==> config.mk <==
export PLATFORM = sky130hd
export DESIGN_NAME = wb_fuente_poller
export DESIGN_NICKNAME = d
export VERILOG_FILES = /design/src/rtl/wb_fuente_poller.sv
export SDC_FILE = /design/constraint.sdc
export NUM_CORES = 1
export LEC_CHECK = 0
export ABC_AREA = 1
export CORE_ASPECT_RATIO = 0.9
export CORE_MARGIN = 10
export CORE_UTILIZATION = 41
export DETAILED_ROUTE_END_ITERATION = 7
export HOLD_SLACK_MARGIN = 0.06
export PLACE_DENSITY = 0.86
export SYNTH_ARGS = -nofsm -noshare
export SYNTH_HDL_FRONTEND = slang
export SYNTH_SLANG_ARGS = --single-unit
==> constraint.sdc <==
create_clock -name clk -period 1.69 [get_ports clk]
set_input_delay 0.169 -clock clk [delete_from_list [all_inputs] [get_ports clk]]
set_output_delay 0.169 -clock clk [all_outputs]
set_load 0.01 [all_outputs]
==> src/rtl/wb_fuente_poller.sv <==
// Wishbone master that walks a run of wb_fuente addresses: set addr_rd, pulse rd, read d_out.
// Each entry is four single-beat transfers with one idle bus cycle after each.
module wb_fuente_poller #(
    parameter logic [31:0] BASE_ADR = 32'h0000_0000,
    parameter int          PERIOD   = 1000,
    parameter int          TIMEOUT  = 16
) (
    input  logic        clk,
    input  logic        rst,
    input  logic        start_i,
    input  logic        auto_i,
    input  logic [7:0]  cfg_first_i,
    input  logic [7:0]  cfg_count_i,
    output logic        wbm_cyc_o,
    output logic        wbm_stb_o,
    output logic        wbm_we_o,
    output logic [31:0] wbm_adr_o,
    output logic [3:0]  wbm_sel_o,
    output logic [31:0] wbm_dat_o,
    input  logic [31:0] wbm_dat_i,
    input  logic        wbm_ack_i,
    output logic [31:0] sample_o,
    output logic [7:0]  sample_adr_o,
    output logic        sample_valid_o,
    output logic        done_o,
    output logic        err_o,
    output logic        busy_o
);
    localparam int PW = $clog2(PERIOD);
    localparam int TW = $clog2(TIMEOUT + 1);

    typedef enum logic [2:0] {
        S_IDLE, S_SET_ADR, S_RD_HI, S_RD_LO, S_READ, S_GAP, S_NEXT
    } state_t;

    state_t      r_state, w_state, r_ret, w_ret;
    logic [7:0]  r_cur, w_cur, r_rem, w_rem;
    logic [PW-1:0] r_per;
    logic [TW-1:0] r_to;
    logic        r_cyc, r_stb, r_we;
    logic [31:0] r_adr, r_dat;
    logic [31:0] r_sample, w_sample;
    logic [7:0]  r_sample_adr, w_sample_adr;
    logic        r_sval, w_sval, r_done, w_done, r_err, w_err;
    logic        w_bus_go, w_bus_drop, w_bus_we, w_per_hit, w_trig;
    logic [31:0] w_bus_adr, w_bus_dat;

    assign w_per_hit = (r_per == PW'(PERIOD - 1));
    assign w_trig    = start_i || (auto_i && w_per_hit);

    always_comb begin
        w_state      = r_state;
        w_ret        = r_ret;
        w_cur        = r_cur;
        w_rem        = r_rem;
        w_sample     = r_sample;
        w_sample_adr = r_sample_adr;
        w_sval       = 1'b0;
        w_done       = 1'b0;
        w_err        = 1'b0;
        w_bus_go     = 1'b0;
        w_bus_drop   = 1'b0;
        case (r_state)
            S_IDLE: if (w_trig) begin
                w_cur = cfg_first_i;
                w_rem = cfg_count_i;
                if (cfg_count_i == 8'd0) begin
                    w_done = 1'b1;
                end else begin
                    w_state  = S_SET_ADR;
                    w_bus_go = 1'b1;
                end
            end
            S_SET_ADR, S_RD_HI, S_RD_LO, S_READ: begin
                if (wbm_ack_i) begin
                    w_bus_drop = 1'b1;
                    case (r_state)
                        S_SET_ADR: begin w_state = S_GAP; w_ret = S_RD_HI; end
                        S_RD_HI:   begin w_state = S_GAP; w_ret = S_RD_LO; end
                        S_RD_LO:   begin w_state = S_GAP; w_ret = S_READ;  end
                        default: begin
                            // NEXT doubles as the idle cycle after the read
                            w_state      = S_NEXT;
                            w_sample     = wbm_dat_i;
                            w_sample_adr = r_cur;
                            w_sval       = 1'b1;
                        end
                    endcase
                end else if (r_to == TW'(TIMEOUT - 1)) begin
                    w_bus_drop = 1'b1;
                    w_err      = 1'b1;
                    w_state    = S_IDLE;
                end
            end
            S_GAP: begin
                w_state  = r_ret;
                w_bus_go = 1'b1;
            end
            S_NEXT: begin
                w_rem = r_rem - 8'd1;
                w_cur = r_cur + 8'd1;
                if (r_rem == 8'd1) begin
                    w_done  = 1'b1;
                    w_state = S_IDLE;
                end else begin
                    w_state  = S_SET_ADR;
                    w_bus_go = 1'b1;
                end
            end
            default: w_state = S_IDLE;
        endcase
    end

    // Bus fields for the transfer being entered.
    always_comb begin
        w_bus_we  = 1'b0;
        w_bus_adr = 32'h0;
        w_bus_dat = 32'h0;
        case (w_state)
            S_SET_ADR: begin w_bus_we = 1'b1; w_bus_adr = BASE_ADR + 32'h4; w_bus_dat = {24'h0, w_cur}; end
            S_RD_HI:   begin w_bus_we = 1'b1; w_bus_adr = BASE_ADR;         w_bus_dat = 32'h1; end
            S_RD_LO:   begin w_bus_we = 1'b1; w_bus_adr = BASE_ADR;         w_bus_dat = 32'h0; end
            S_READ:    begin w_bus_we = 1'b0; w_bus_adr = BASE_ADR + 32'h8; w_bus_dat = 32'h0; end
            default: ;
        endcase
    end

    always_ff @(posedge clk or negedge rst) begin
        if (!rst) begin
            r_state      <= S_IDLE;
            r_ret        <= S_IDLE;
            r_cur        <= 8'h0;
            r_rem        <= 8'h0;
            r_per        <= '0;
            r_to         <= '0;
            r_cyc        <= 1'b0;
            r_stb        <= 1'b0;
            r_we         <= 1'b0;
            r_adr        <= 32'h0;
            r_dat        <= 32'h0;
            r_sample     <= 32'h0;
            r_sample_adr <= 8'h0;
            r_sval       <= 1'b0;
            r_done       <= 1'b0;
            r_err        <= 1'b0;
        end else begin
            r_state      <= w_state;
            r_ret        <= w_ret;
            r_cur        <= w_cur;
            r_rem        <= w_rem;
            r_per        <= (!auto_i || w_per_hit) ? '0 : r_per + 1'b1;
            if (w_bus_go) begin
                r_cyc <= 1'b1;
                r_stb <= 1'b1;
                r_we  <= w_bus_we;
                r_adr <= w_bus_adr;
                r_dat <= w_bus_dat;
                r_to  <= '0;
            end else if (w_bus_drop) begin
                r_cyc <= 1'b0;
                r_stb <= 1'b0;
                r_we  <= 1'b0;
                r_adr <= 32'h0;
                r_dat <= 32'h0;
            end else if (r_stb) begin
                r_to  <= r_to + 1'b1;
            end
            r_sample     <= w_sample;
            r_sample_adr <= w_sample_adr;
            r_sval       <= w_sval;
            r_done       <= w_done;
            r_err        <= w_err;
        end
    end

    assign wbm_cyc_o      = r_cyc;
    assign wbm_stb_o      = r_stb;
    assign wbm_we_o       = r_we;
    assign wbm_adr_o      = r_adr;
    assign wbm_dat_o      = r_dat;
    assign wbm_sel_o      = r_stb ? 4'hF : 4'h0;
    assign sample_o       = r_sample;
    assign sample_adr_o   = r_sample_adr;
    assign sample_valid_o = r_sval;
    assign done_o         = r_done;
    assign err_o          = r_err;
    assign busy_o         = (r_state != S_IDLE);
endmodule

==> impl_metrics.toml <==
[cells_and_area]
fin_area_um2 = 6610
seqCellArea_um2 = 2300
multi_input_area_um2 = 2080
drive_gt1_share_pct = 16.5
layout.nets = 783
areaGrowthSynthToFinish_pct = 41.2
fill_cells = 933
n_antenna_cell = 0

[grt]
grt-ovfl-total = 0
grt_first_pass_wirelength_um = 20300
antenna_found_initial = 0
grt_usage_pct = 15.3
grt_max_degree = 48
grt_pass1_vias = 3995

[power_and_ir_drop]
power_density_nw_per_um2 = 1670
seqPwrFrac_pct = 32.7
switchingPower_mw = 4.16
p_total_mw = 11.1
pwr-share-comb_pct = 48.0
p_int_mw = 6.91
switching_share_pct = 37.5
clkPwrFrac_pct = 19.2
peakVddDrop_v = 0.000910
leakage_nw = 3.24

[logic_synthesis]
yosys-top-cells-count = "nand2_1, dfrtp_1, buf_4"
synth.avg_cell_area_um2 = 8.23
synth_flop_cell = "dfrtp_1"
yosys_warnings = 0
synth_area_leaders = "dfrtp_1, nand2_1, buf_4"
yosysTopAreaCellShare_pct = 49.2
syn_area_um2 = 4680
synth_top_area_cell = "dfrtp_1"
synth_cells = 569
ys_types = 41
ys_seq_area_share_pct = 49.2
synth-edff-count = 0
synth_seq_cells = 92
yosysMostFrequentCell = "nand2_1"
async_flop_share_pct = 100

[clock_network]
root_buffer = "clkbuf_16"
clockBufferDepth = 2
numCtsBuffers = 9
clk_pin_slew_ns = 0.07
h-tree-depth = 3
cts_tree = "built"
numClockSinks = 92
clock_latency_ns = 0.34

[placed_design]
placed_area_um2 = 5980
gp_congestion = 0.865
place.port_buffers = 113
dpl_worst_slack_ns = -0.143
hpwlAfterDp_um = 9580

[floorplan]
core-area_um2 = 11000
io_pins = 168
die-height_um = 121
rows = 36
die_w_um = 133
start_util_pct = 42.6
dieArea_um2 = 16100

[routing]
vias_per_cell = 4.63
drt-pass1-iter-count = 5
drc_errors = 0
wl_per_cell_um = 14.7
drt_iter0_drc = 386
vias = 4074
wirelength_um = 12900
ant_nets = 0

[timing]
clock.fmax_mhz = 538
setup_violations = 17
hold_viol = 0
maxSlewViolCount = 0
period_share_pct = 110
finalSetupTns_ns = -1.82
fin_crit_ns = 1.86
worst_slack_ns = -0.170
rsz0062_at_grt = "yes"
skew_ns = 0.00850

[run_status]
violations = "negative setup slack"
outcome = "finished, violations left"

[critical_path]
path_class = "register to register"
end_kind = "register"
worstPathMaxFanout = 8
worstPathRequired_ns = 1.96
arrival_ns = 2.13
critPathLaunchType = "register"

[job]
maxCapViolCount = 0

[hold_path]
hold_path_class = "input port to async pin"
[state kept, by name, summed over array words and instances, names as in the netlist, 3 cells and up]
| register | count |
|---|---|
| r_state | 3 |
| r_ret | 3 |
| r_rem | 8 |
| r_per | 10 |
| sample_adr_o | 8 |
| r_to | 5 |
| sample_o | 32 |
| wbm_dat_o | 8 |
| r_cur | 8 |
[per-stage QoR]
| stage | instances | hold slack (ns) | util, % |
|---|---|---|---|
| 2_1_floorplan | 622 | -0.127 | - |
| 3_3_place_gp | 849 | 0.123 | 54.5 |
| 3_5_place_dp | 849 | 0.132 | 54.5 |
| 4_1_cts | 872 | 0.329 | 58.7 |
| 5_1_grt | 880 | 0.360 | 60.1 |
| 6_report | 880 | 0.309 | 60.1 |
[metal layers]
layer,up-vias,part of all wire [%],GRT usage [%],routed length (um)
met2,146,51,26.2,6650
met5,-,0,0,0
met4,0,1.3,3.91,172
met3,19,6.4,4.59,825
met1,1921,41,18.4,5300
li1,1988,-,-,-
[kinds of logic after synthesis]
logic type	after synthesis	synth area share, %
simple gates	311	29.2
buf+inv	114	14.2
flops	92	49.2
compound gates	40	4.86
fa+ha+maj	6	1.60
xor+xnor	5	0.935
other cells	1	0.0801
[worst paths after layout]
kind / slack (ns) / start / endpoint / cells after the start
max: -0.17 / r_to[0]$_DFFE_PN0P_ / wbm_dat_o[0]$_DFFE_PN0P_ / 12
min: 0.31 / rst / wbm_dat_o[6]$_DFFE_PN0P_ / 2
max reg2reg: -0.17 / r_to[0]$_DFFE_PN0P_ / wbm_dat_o[0]$_DFFE_PN0P_ / 12
min reg2reg: 0.48 / sample_o[13]$_DFFE_PN0P_ / sample_o[13]$_DFFE_PN0P_ / 2
max in group asynchronous: 0.79 / rst / sample_o[20]$_DFFE_PN0P_ / 3
min in group clk: 0.37 / wbm_dat_i[0] / sample_o[0]$_DFFE_PN0P_ / 3
[power groups by stage]
stage	clock network [mW]	logic [mW]	registers, mW
6_report	2.13	5.32	3.62
4_1_cts	2.18	5.03	3.61
3_5_place_dp	0	4.72	3.62
3_3_place_gp	0	4.63	3.60
2_1_floorplan	0	2.32	3.81
5_1_grt	2.27	5.81	3.74
[layout by cell type, fill, tap and decap left out, drive strengths merged, types with 10 or more instances in the layout]
master | Yosys | layout
clkdlybuf4s50 | 0 | 111
conb | 1 | 54
buf | 66 | 47
nor2 | 46 | 46
nand2 | 201 | 201
o21ai | 27 | 27
dfrtp | 92 | 92
nand3 | 40 | 40
inv | 43 | 44
nor3 | 10 | 10
[worst max-delay path, stage by stage, from the launching register on]
cell	delay, ns
dfrtp_1	0.39
ha_2	0.19
and3_4	0.18
ha_4	0.17
nor2_4	0.14
nand2_1	0.08
nor2_1	0.10
nor2_1	0.06
nand2_2	0.12
nand2_4	0.08
nor2_8	0.14
nand2_1	0.09
nand3_2	0.07
[final cells by class]
| type | instances | area share [%] |
|---|---|---|
| clock inverters | 6 | 1.34 |
| inverters | 44 | 2.65 |
| repair buffers | 161 | 23.4 |
| multi-input cells | 416 | 31.4 |
| well taps | 152 | 2.88 |
| clock buffers | 9 | 3.41 |
| flip-flops and latches | 92 | 34.9 |
[timing repair]
| action | in CTS | in global routing |
|---|---|---|
| buffers inserted | 6 | 8 |
| hold buffers | 1 | 0 |
| pin swaps | 15 | 8 |
| endpoints found under the setup margin | 15 | 36 |
| cloned | 1 | 0 |
| endpoints found under the hold margin | 29 | 0 |
| resized for setup | 22 | 30 |
(Power assumes the default switching activity.)
